<file path="config.mk">
export PLATFORM = sky130hd
export DESIGN_NAME = alu_issue_ctrl_flat
export DESIGN_NICKNAME = d
export VERILOG_FILES = /design/src/rtl/alu_pkg.sv /design/src/rtl/alu_issue_ctrl_if.sv /design/src/rtl/alu_regfile.sv /design/src/rtl/alu_issue_ctrl.sv /design/src/flat_wrapper.sv
export SDC_FILE = /design/constraint.sdc
export NUM_CORES = 1
export LEC_CHECK = 0
export CORE_UTILIZATION = 44
export DETAILED_ROUTE_END_ITERATION = 10
export PLACE_DENSITY = 0.76
export SYNTH_ARGS = -nofsm -noshare
export SYNTH_HDL_FRONTEND = slang
export SYNTH_SLANG_ARGS = --single-unit
</file>
<file path="constraint.sdc">
create_clock -name clk -period 1.5 [get_ports clk]
set_clock_uncertainty 0.1 [all_clocks]
set_input_delay 0.225 -clock clk [delete_from_list [all_inputs] [get_ports clk]]
set_output_delay 0.225 -clock clk [all_outputs]
set_load 0.01 [all_outputs]
</file>
<file path="src/rtl/alu_pkg.sv">
// alu_pkg: opcodes, controller FSM states and the C/Z/V flag bundle shared by the
// issue controller, its register file and the bench.
package alu_pkg;

  localparam int DATA_W_DEF = 4;

  typedef enum logic [2:0] {
    OP_ADD = 3'b000,
    OP_SUB = 3'b001,
    OP_AND = 3'b010,
    OP_OR  = 3'b011,
    OP_XOR = 3'b100,
    OP_NOT = 3'b101,
    OP_SHL = 3'b110,
    OP_SHR = 3'b111
  } alu_op_e;

  typedef enum logic [1:0] {
    ST_IDLE = 2'd0,
    ST_EXEC = 2'd1,
    ST_WB   = 2'd2
  } state_e;

  typedef struct packed {
    logic c;
    logic z;
    logic v;
  } flags_t;

endpackage

</file>
<file path="src/rtl/alu_issue_ctrl_if.sv">
// alu_issue_ctrl_if: instruction valid/ready channel into alu_issue_ctrl.
// master = instruction producer, slave = controller.
interface alu_issue_ctrl_if #(
  parameter int DATA_W = alu_pkg::DATA_W_DEF,
  parameter int AW     = 2
);
  logic              instr_valid;
  logic              instr_ready;
  logic [2:0]        instr_op;
  logic [AW-1:0]     instr_rd;
  logic [AW-1:0]     instr_rs1;
  logic [AW-1:0]     instr_rs2;
  logic              instr_imm_en;
  logic [DATA_W-1:0] instr_imm;

  modport master (
    output instr_valid, instr_op, instr_rd, instr_rs1, instr_rs2, instr_imm_en, instr_imm,
    input  instr_ready
  );

  modport slave (
    input  instr_valid, instr_op, instr_rd, instr_rs1, instr_rs2, instr_imm_en, instr_imm,
    output instr_ready
  );
endinterface

</file>
<file path="src/rtl/alu_regfile.sv">
// alu_regfile: NREG x DATA_W register file, two combinational operand reads, one
// combinational debug read, one synchronous write port, asynchronous clear.
module alu_regfile #(
  parameter int  DATA_W = alu_pkg::DATA_W_DEF,
  parameter int  NREG   = 4,
  localparam int AW     = (NREG > 1) ? $clog2(NREG) : 1
) (
  input  logic              clk,
  input  logic              rst_n,
  input  logic [AW-1:0]     rs1_addr,
  output logic [DATA_W-1:0] rs1_data,
  input  logic [AW-1:0]     rs2_addr,
  output logic [DATA_W-1:0] rs2_data,
  input  logic [AW-1:0]     dbg_addr,
  output logic [DATA_W-1:0] dbg_data,
  input  logic              we,
  input  logic [AW-1:0]     wr_addr,
  input  logic [DATA_W-1:0] wr_data
);

  logic [DATA_W-1:0] regs_q [NREG];
  logic [DATA_W-1:0] regs_d [NREG];

  always_comb begin
    regs_d = regs_q;
    if (we) regs_d[wr_addr] = wr_data;
  end

  // NOTE: this is a handful of flops, not a RAM macro, so it is cleared by reset;
  // r0 reading 0 after reset is what the OR-with-r0 constant-load idiom relies on.
  always_ff @(posedge clk or negedge rst_n) begin
    if (!rst_n) regs_q <= '{default: '0};
    else        regs_q <= regs_d;
  end

  assign rs1_data = regs_q[rs1_addr];
  assign rs2_data = regs_q[rs2_addr];
  assign dbg_data = regs_q[dbg_addr];

endmodule

</file>
<file path="src/rtl/alu_issue_ctrl.sv">
// alu_issue_ctrl: IDLE -> EXEC -> WB issue/writeback controller wrapped around alu_with_flags.
// Define ALU_ISSUE_STICKY_V_EN to make flag_v sticky and clearable through flag_clr.
module alu_issue_ctrl
  import alu_pkg::*;
#(
  parameter int  DATA_W = DATA_W_DEF,
  parameter int  NREG   = 4,
  localparam int AW     = (NREG > 1) ? $clog2(NREG) : 1
) (
  input  logic              clk,
  input  logic              rst_n,
  alu_issue_ctrl_if.slave   iss,
  output logic [DATA_W-1:0] alu_a,
  output logic [DATA_W-1:0] alu_b,
  output logic [2:0]        alu_op,
  input  logic [DATA_W-1:0] alu_result,
  input  logic              alu_carry,
  input  logic              alu_zero,
  input  logic              alu_overflow,
  output logic              wb_valid,
  output logic [AW-1:0]     wb_rd,
  output logic [DATA_W-1:0] wb_data,
  output logic              flag_c,
  output logic              flag_z,
  output logic              flag_v,
  input  logic              flag_clr,
  input  logic [AW-1:0]     dbg_addr,
  output logic [DATA_W-1:0] dbg_data
);

  typedef struct packed {
    logic [2:0]        op;
    logic [AW-1:0]     rd;
    logic [AW-1:0]     rs1;
    logic [AW-1:0]     rs2;
    logic              imm_en;
    logic [DATA_W-1:0] imm;
  } instr_t;

  state_e            state_q, state_d;
  instr_t            instr_q, instr_d;
  logic              ready_q, ready_d;
  logic              wb_valid_q, wb_valid_d;
  logic [AW-1:0]     wb_rd_q, wb_rd_d;
  logic [DATA_W-1:0] wb_data_q, wb_data_d;
  flags_t            pend_q, pend_d;
  flags_t            flags_q, flags_d;
  logic              rf_we;
  logic [DATA_W-1:0] rs1_data, rs2_data;

  alu_regfile #(
    .DATA_W (DATA_W),
    .NREG   (NREG)
  ) u_regfile (
    .clk      (clk),
    .rst_n    (rst_n),
    .rs1_addr (instr_q.rs1),
    .rs1_data (rs1_data),
    .rs2_addr (instr_q.rs2),
    .rs2_data (rs2_data),
    .dbg_addr (dbg_addr),
    .dbg_data (dbg_data),
    .we       (rf_we),
    .wr_addr  (wb_rd_q),
    .wr_data  (wb_data_q)
  );

  // Operands come from the held instruction in every state; the ALU result is only sampled in EXEC.
  assign alu_a  = rs1_data;
  assign alu_b  = instr_q.imm_en ? instr_q.imm : rs2_data;
  assign alu_op = instr_q.op;

  always_comb begin
    // NOTE: every _d starts from a full default so no path through the case can infer a latch.
    state_d    = state_q;
    instr_d    = instr_q;
    ready_d    = ready_q;
    wb_valid_d = 1'b0;
    wb_rd_d    = wb_rd_q;
    wb_data_d  = wb_data_q;
    pend_d     = pend_q;
    flags_d    = flags_q;
    rf_we      = 1'b0;

    unique case (state_q)
      ST_IDLE: begin
        if (iss.instr_valid && ready_q) begin
          instr_d = '{op:     iss.instr_op,
                      rd:     iss.instr_rd,
                      rs1:    iss.instr_rs1,
                      rs2:    iss.instr_rs2,
                      imm_en: iss.instr_imm_en,
                      imm:    iss.instr_imm};
          state_d = ST_EXEC;
          ready_d = 1'b0;
        end
      end
      ST_EXEC: begin
        wb_data_d  = alu_result;
        wb_rd_d    = instr_q.rd;
        pend_d     = '{c: alu_carry, z: alu_zero, v: alu_overflow};
        wb_valid_d = 1'b1;
        state_d    = ST_WB;
      end
      ST_WB: begin
        // Commit lands on the WB->IDLE edge, before any following EXEC can read it.
        rf_we   = 1'b1;
        flags_d = pend_q;
        state_d = ST_IDLE;
        ready_d = 1'b1;
      end
      default: begin
        state_d = ST_IDLE;
        ready_d = 1'b1;
      end
    endcase

`ifdef ALU_ISSUE_STICKY_V_EN
    // A clear and a writeback set on the same edge resolve to set.
    flags_d.v = (flags_q.v && !flag_clr) || ((state_q == ST_WB) && pend_q.v);
`endif
  end

`ifndef ALU_ISSUE_STICKY_V_EN
  logic unused_flag_clr;
  assign unused_flag_clr = flag_clr;
`endif

  // NOTE: sequential state uses <= only, so every flop samples pre-edge values of the others.
  always_ff @(posedge clk or negedge rst_n) begin
    if (!rst_n) begin
      state_q    <= ST_IDLE;
      instr_q    <= '0;
      ready_q    <= 1'b1;
      wb_valid_q <= 1'b0;
      wb_rd_q    <= '0;
      wb_data_q  <= '0;
      pend_q     <= '0;
      flags_q    <= '0;
    end else begin
      state_q    <= state_d;
      instr_q    <= instr_d;
      ready_q    <= ready_d;
      wb_valid_q <= wb_valid_d;
      wb_rd_q    <= wb_rd_d;
      wb_data_q  <= wb_data_d;
      pend_q     <= pend_d;
      flags_q    <= flags_d;
    end
  end

  assign iss.instr_ready = ready_q;
  assign wb_valid        = wb_valid_q;
  assign wb_rd           = wb_rd_q;
  assign wb_data         = wb_data_q;
  assign flag_c          = flags_q.c;
  assign flag_z          = flags_q.z;
  assign flag_v          = flags_q.v;

endmodule

</file>
<file path="src/flat_wrapper.sv">
// flat-port wrapper written by rule: the top's interface ports become plain ports
module alu_issue_ctrl_flat import alu_pkg::*;
#(
  parameter int  DATA_W = DATA_W_DEF,
  parameter int  NREG   = 4,
  localparam int AW     = (NREG > 1) ? $clog2(NREG) : 1
)
  (clk, rst_n, alu_a, alu_b, alu_op, alu_result, alu_carry, alu_zero, alu_overflow, wb_valid, wb_rd, wb_data, flag_c, flag_z, flag_v, flag_clr, dbg_addr, dbg_data, iss_instr_valid, iss_instr_op, iss_instr_rd, iss_instr_rs1, iss_instr_rs2, iss_instr_imm_en, iss_instr_imm, iss_instr_ready);
  alu_issue_ctrl_if #(.DATA_W(DATA_W), .AW((2))) iss_i ();
  input  logic clk;
  input  logic rst_n;
  output logic [DATA_W-1:0] alu_a;
  output logic [DATA_W-1:0] alu_b;
  output logic [2:0] alu_op;
  input  logic [DATA_W-1:0] alu_result;
  input  logic alu_carry;
  input  logic alu_zero;
  input  logic alu_overflow;
  output logic wb_valid;
  output logic [AW-1:0] wb_rd;
  output logic [DATA_W-1:0] wb_data;
  output logic flag_c;
  output logic flag_z;
  output logic flag_v;
  input  logic flag_clr;
  input  logic [AW-1:0] dbg_addr;
  output logic [DATA_W-1:0] dbg_data;
  input wire logic [$bits(iss_i.instr_valid)-1:0] iss_instr_valid;
  input wire logic [$bits(iss_i.instr_op)-1:0] iss_instr_op;
  input wire logic [$bits(iss_i.instr_rd)-1:0] iss_instr_rd;
  input wire logic [$bits(iss_i.instr_rs1)-1:0] iss_instr_rs1;
  input wire logic [$bits(iss_i.instr_rs2)-1:0] iss_instr_rs2;
  input wire logic [$bits(iss_i.instr_imm_en)-1:0] iss_instr_imm_en;
  input wire logic [$bits(iss_i.instr_imm)-1:0] iss_instr_imm;
  output wire logic [$bits(iss_i.instr_ready)-1:0] iss_instr_ready;
  assign iss_i.instr_valid = iss_instr_valid;
  assign iss_i.instr_op = iss_instr_op;
  assign iss_i.instr_rd = iss_instr_rd;
  assign iss_i.instr_rs1 = iss_instr_rs1;
  assign iss_i.instr_rs2 = iss_instr_rs2;
  assign iss_i.instr_imm_en = iss_instr_imm_en;
  assign iss_i.instr_imm = iss_instr_imm;
  assign iss_instr_ready = iss_i.instr_ready;
  alu_issue_ctrl #(.DATA_W(DATA_W), .NREG(NREG)) u_core (.clk(clk), .rst_n(rst_n), .iss(iss_i), .alu_a(alu_a), .alu_b(alu_b), .alu_op(alu_op), .alu_result(alu_result), .alu_carry(alu_carry), .alu_zero(alu_zero), .alu_overflow(alu_overflow), .wb_valid(wb_valid), .wb_rd(wb_rd), .wb_data(wb_data), .flag_c(flag_c), .flag_z(flag_z), .flag_v(flag_v), .flag_clr(flag_clr), .dbg_addr(dbg_addr), .dbg_data(dbg_data));
endmodule
</file>
Word-level counts from Yosys, hierarchy flattened

Index checks and enable logic that the tools add are counted.

$lt $le $gt $ge: 5
Eq/ne operators: 3
Mux-type cells: 19
Bitwise logic cells: 5
Reduce and logical (&&, ||, !) cells: 5

Operators by type and width:

| kind                                                     | count |
|---|---|
| two-way mux 4 bit                                        | 8 |
| binary-select mux 4 bit (select 2 bit)                   | 3 |
| bitwise mux 16 bit                                       | 1 |
| greater-or-equal comparator 3 bit, second input constant | 4 |
| NOT 2 -> 3 bit                                           | 4 |
| demux 4 bit (select 2 bit)                               | 1 |
| case mux 2 bit (2 select lines)                          | 1 |
| AND reduction 2 bit                                      | 2 |
| < comparator 3 x 1 -> 1 bit, second input constant       | 1 |
| two-way mux 1 bit                                        | 3 |
| == test 2 x 1 -> 1 bit, second input constant            | 1 |
| == test 2 bit, second input constant                     | 1 |
| logical AND 1 bit                                        | 2 |
| logical NOT 2 bit                                        | 1 |
| two-way mux 2 bit                                        | 1 |
| != test 2 x 1 -> 1 bit, second input constant            | 1 |
| case mux 1 bit (2 select lines)                          | 1 |
| NOT 1 bit                                                | 1 |

Register bits: 46
Output and inout port bits: 26

Depth between registers and ports, before layout

Word-level depth: 6
Gate-level depth with buffers: 4
Depth with buffers taken out: 3

Cells and area by module

From an unflattened synthesis, not the netlist that was laid out.

Cells, all modules: 121
Area total of the unflattened synthesis: 2127.0 µm²

Modules (own cells, without submodules):

| module         | instances | cells an instance | area an instance (µm²) | seq. area each (µm²) |
|---|---|---|---|---|
| alu_issue_ctrl | 1         | 73                | 1226.2                 | 752.0 |
| alu_regfile    | 1         | 48                | 900.9                  | 400.4 |

Worst setup path after synthesis

OpenSTA, ideal clock, no wires.

Kind: reg-to-reg
Start point: register u_core.ready_q, in the netlist u_core.iss.instr_ready
End point: register u_core.instr_q, in the netlist u_core.alu_op[0]
Setup time: 125 ps
Arrival time: 1491 ps
Required time: 1275 ps
Setup slack: -216 ps
Stages on the path, launching flop included: 5
Period minus slack after synthesis: 1716 ps
Cell sequence: dfstp_2 nand2_1 nor3_2 buf_4 mux2_2

Cells in the longest elaborated chain, start to end: 2

RTL lines:

| element                       | line                  | RTL |
|---|---|---|
| start, declared               | alu_issue_ctrl.sv:42  | `logic ready_q, ready_d;` |
| start signal, assigned        | alu_issue_ctrl.sv:143 | `ready_q <= ready_d;` |
| logical AND 1 bit             | alu_issue_ctrl.sv:87  | `if (iss.instr_valid && ready_q) begin` |
| AND reduction 2 bit (no line) | --                    |  |
| end signal, assigned          | alu_issue_ctrl.sv:142 | `instr_q <= instr_d;` |
| end, declared                 | alu_issue_ctrl.sv:41  | `instr_t instr_q, instr_d;` |

No other way between the ends.
A chain may end at the register's enable or synchronous reset.

Worst setup path in the final report

Start point: register u_core.instr_q[7] (netlist bit)
End point: output alu_a[2]

Cells in the longest elaborated chain, start to end: 4

RTL lines:

| element                                              | line               | RTL |
|---|---|---|
| NOT 2 -> 3 bit (not written as such)                 | alu_regfile.sv:36  | `assign rs1_data = regs_q[rs1_addr];` |
| binary-select mux 4 bit (select 2 bit)               | alu_regfile.sv:36  |  |
| two-way mux 4 bit (not written as such) (2 in a row) | alu_regfile.sv:36  |  |
| end, declared                                        | flat_wrapper.sv:12 | `output logic [DATA_W-1:0] alu_a;` |

No other way between the ends. The select of a mux whose other input is x is not followed.

==> flow_summary_export.csv <==
group,metric,value,unit
grt,grt_pass1_wl,8420,um
synth,synth-edff-count,0,
worst_setup_path,critPathMaxFanout,3,
floorplanning,die_h,70.9,um
power_and_ir_drop,comb_power_share,54.6,%
grt,antenna_found_initial,0,
run_status,failed_checks,"setup timing",
synth,synthDominantCellAreaShare,54.0,%
floorplanning,core,0.00444,mm2
synth,async_reset_ff_share,100,%
clock_network,cts_htree_levels,2,
clock_network,clkSinkCount,46,
synth,synthesis.nets,163,
flow_run,maxCapViolations,0,
worst_hold_path,hold_class,"input port to asynchronous set/reset pin",
timing,worst-slew-pin-transition,0.471,ns
power_and_ir_drop,p_switching,2.38,mW
worst_setup_path,critPathCaptureType,"primary output",
clock_network,clock_latency,0.29,ns
clock_network,path_clk_slew,0.08,ns
floorplanning,die_area,0.00502,mm2
detailed_routing,wirelength,5260,um
detailed_routing,first_pass_iters,5,
power_and_ir_drop,clock_power_share,11.1,%
placement,hpwl,3320,um
clock_network,cts_buffers,5,
detailed_routing,drc,0,
grt,grt_pass1_vias,1601,
synth,ys_warn_count,0,
synth,synth-main-ff-cell,"dfrtp_1",
floorplanning,die_w,70.9,um
placement,port_buffers,51,
synth,synthesis.area,0.00209,mm2
detailed_routing,avgRoutedWirePerCell,19.0,um
grt,overflow,0,
timing,max-slew-margin-rel,68.6,%
power_and_ir_drop,cellPowerDensity,2210,mW/mm2
synth,synth_top_area_cell,"dfrtp_1",
power_and_ir_drop,leakagePower,1.46,nW
floorplanning,start_util,47.0,%
floorplanning,ios,53,
synth,avgSynthCellArea,15.3,um2
final_layout,antenna_cells,0,
final_layout,nFillCells,301,
worst_setup_path,cp.required,1.17,ns
power_and_ir_drop,power.total,6.95,mW
power_and_ir_drop,p_int,4.57,mW
final_layout,fin_cells,277,
final_layout,drive_gt1_share,56.0,%
worst_setup_path,worstPathArrival,1.51,ns
synth,yosysMostFrequentCell,"dfrtp_1",
run_status,status,"complete, but fails checks",
timing,max_clock_freq,544,MHz
timing,setup_viol,26,
final_layout,area_growth,50.5,%
timing,fin_crit_sh,122,%
detailed_routing,ant_nets,0,
detailed_routing,vias,1511,
worst_setup_path,path_class,"flip-flop to primary output",
synth,ys_top_cells_by_area,"dfrtp_1 (54%), mux2_2 (23%), mux4_2 (8.6%)",
final_layout,fin_nets,251,
placement,dp.cells,240,
grt,grt_max_degree,21,
detailed_routing,drt_iter0_markers,92,
clock_network,cts_tree,"built",
placement,place.gp.congestion,0.825,
worst_setup_path,cp-start-kind,"flip-flop",
synth,synth_commonest_cells,"dfrtp_1 (45), mux2_2 (42), mux4_2 (8)",
synth,synth_cell_types,18,
synth,netlist_instances,136,
synth,synth.yosys.seq_area_share,55.2,%
synth,ys_seq_elements,46,
grt,grtUsageTotal,22.6,%
clock_network,root_buffer,"clkbuf_8",
power_and_ir_drop,peakVddDrop,1.04,mV
timing,fin_crit,1.84,ns
power_and_ir_drop,seq_power_share,34.2,%
timing,grt_setup_unrepaired,"yes",
detailed_routing,vias_per_cell,5.45,
timing,worst_slack,-0.337,ns
power_and_ir_drop,p_sw_share,34.3,%
clock_network,clk_path_buf_depth,2,
timing,hold_viol,0,
timing,drv_slew,0,
floorplanning,num_rows,24,
-- path summary, 6_finish.rpt --
kind / startpoint / end / slack [ns] / depth (start not counted)
min reg2reg: u_core.pend_q[0] / u_core.flag_v / 0.41 / 1
max: u_core.instr_q[7] / alu_a[2] / -0.34 / 3
max reg2reg: u_core.iss.instr_ready / u_core.instr_q[5] / -0.02 / 4
min: rst_n / u_core.instr_q[6] / 0.32 / 2
min in group clk: u_core.pend_q[0] / u_core.flag_v / 0.41 / 1
max in group asynchronous: rst_n / u_core.flag_z / 0.49 / 3
-- state kept, by name, indices dropped and copies added (netlist names) --
name                     flops
u_core.pend_q                3
u_core.flag_c                1
u_core.state_q               2
u_core.flag_z                1
u_core.flag_v                1
u_core.wb_data               4
u_core.iss.instr_ready       1
u_core.alu_op                3
u_core.instr_q              11
u_core.wb_rd                 2
u_core.wb_valid              1
u_core.u_regfile.regs_q     16
-- layer usage --
metal | global-route usage, % | vias to the layer above | wire length, um
met5 | 0 | - | 0
met4 | 8.22 | 0 | 95
met3 | 4.99 | 9 | 213
met2 | 39.2 | 51 | 2720
met1 | 27.8 | 775 | 2230
li1 | - | 676 | -
-- repair_timing --
action,CTS,global route
setup endpoints to repair,51,43
pin swaps,2,2
hold endpoints to repair,17,0
resized for setup,101,20
setup buffers,24,5
gates cloned,1,0
hold buffers,1,0
-- cell families (layout without fill, tap and decap cells) --
kind of cell / Yosys count / count (layout) / share of synthesized area (%)
mux: 54 / 54 / 33.2
compound gates: 8 / 8 / 3.12
flops: 46 / 46 / 55.2
buf+inv: 11 / 100 / 2.88
simple gates: 17 / 17 / 5.58
-- critical path: stages, from the launching register on --
cell     delay (ns)
dfrtp_2        0.43
buf_6          0.12
mux4_2         0.52
buf_6          0.15
-- layout make-up --
cell class                 count  area (um2)  area share, %
clock buffer                   7        86.3           2.75
clock inverter                 1        5.00          0.159
inverter                       4        15.0          0.478
multi-input combinational     79        1010           32.1
sequential                    46        1160           36.9
tap                           52        65.1           2.07
timing repair buffer          88         803           25.6
-- placed cells by master, fill, tap and decap left out, drive strengths merged, types with 3 or more instances in the layout --
master	synthesis	final
a211oi	4	4
mux2	42	42
nor2b	7	7
a221oi	4	4
mux4	8	8
dlygate4sd2	0	13
mux2i	4	4
clkdlybuf4s50	0	22
clkbuf	0	7
buf	7	50
inv	4	4
dfrtp	45	45
nor2	3	3
-- per-stage QoR --
stage / cell area [um2] / worst slack [ns] / hold WS, ns / TNS, ns / utilization (%)
after floorplan: 2100 / -0.0904 / -0.171 / -0.781 / -
after global placement: 2710 / -0.691 / 0.0945 / -8.24 / 60.9
after detailed placement: 2710 / -0.757 / 0.110 / -9.43 / 60.9
after CTS: 3080 / -0.321 / 0.318 / -3.32 / 69.3
after global routing: 3140 / -0.383 / 0.354 / -4.48 / 70.7
final: 3140 / -0.337 / 0.317 / -3.30 / 70.7
-- power groups by stage --
stage / combinational, mW / sequential, mW / clock, mW
CTS: 3.57 / 2.33 / 0.798
finish: 3.80 / 2.38 / 0.773
detailed placement: 2.87 / 2.48 / 0
global placement: 2.78 / 2.44 / 0
floorplan: 1.61 / 2.35 / 0
global route: 4.03 / 2.45 / 0.848
(Power assumes the default switching activity.)
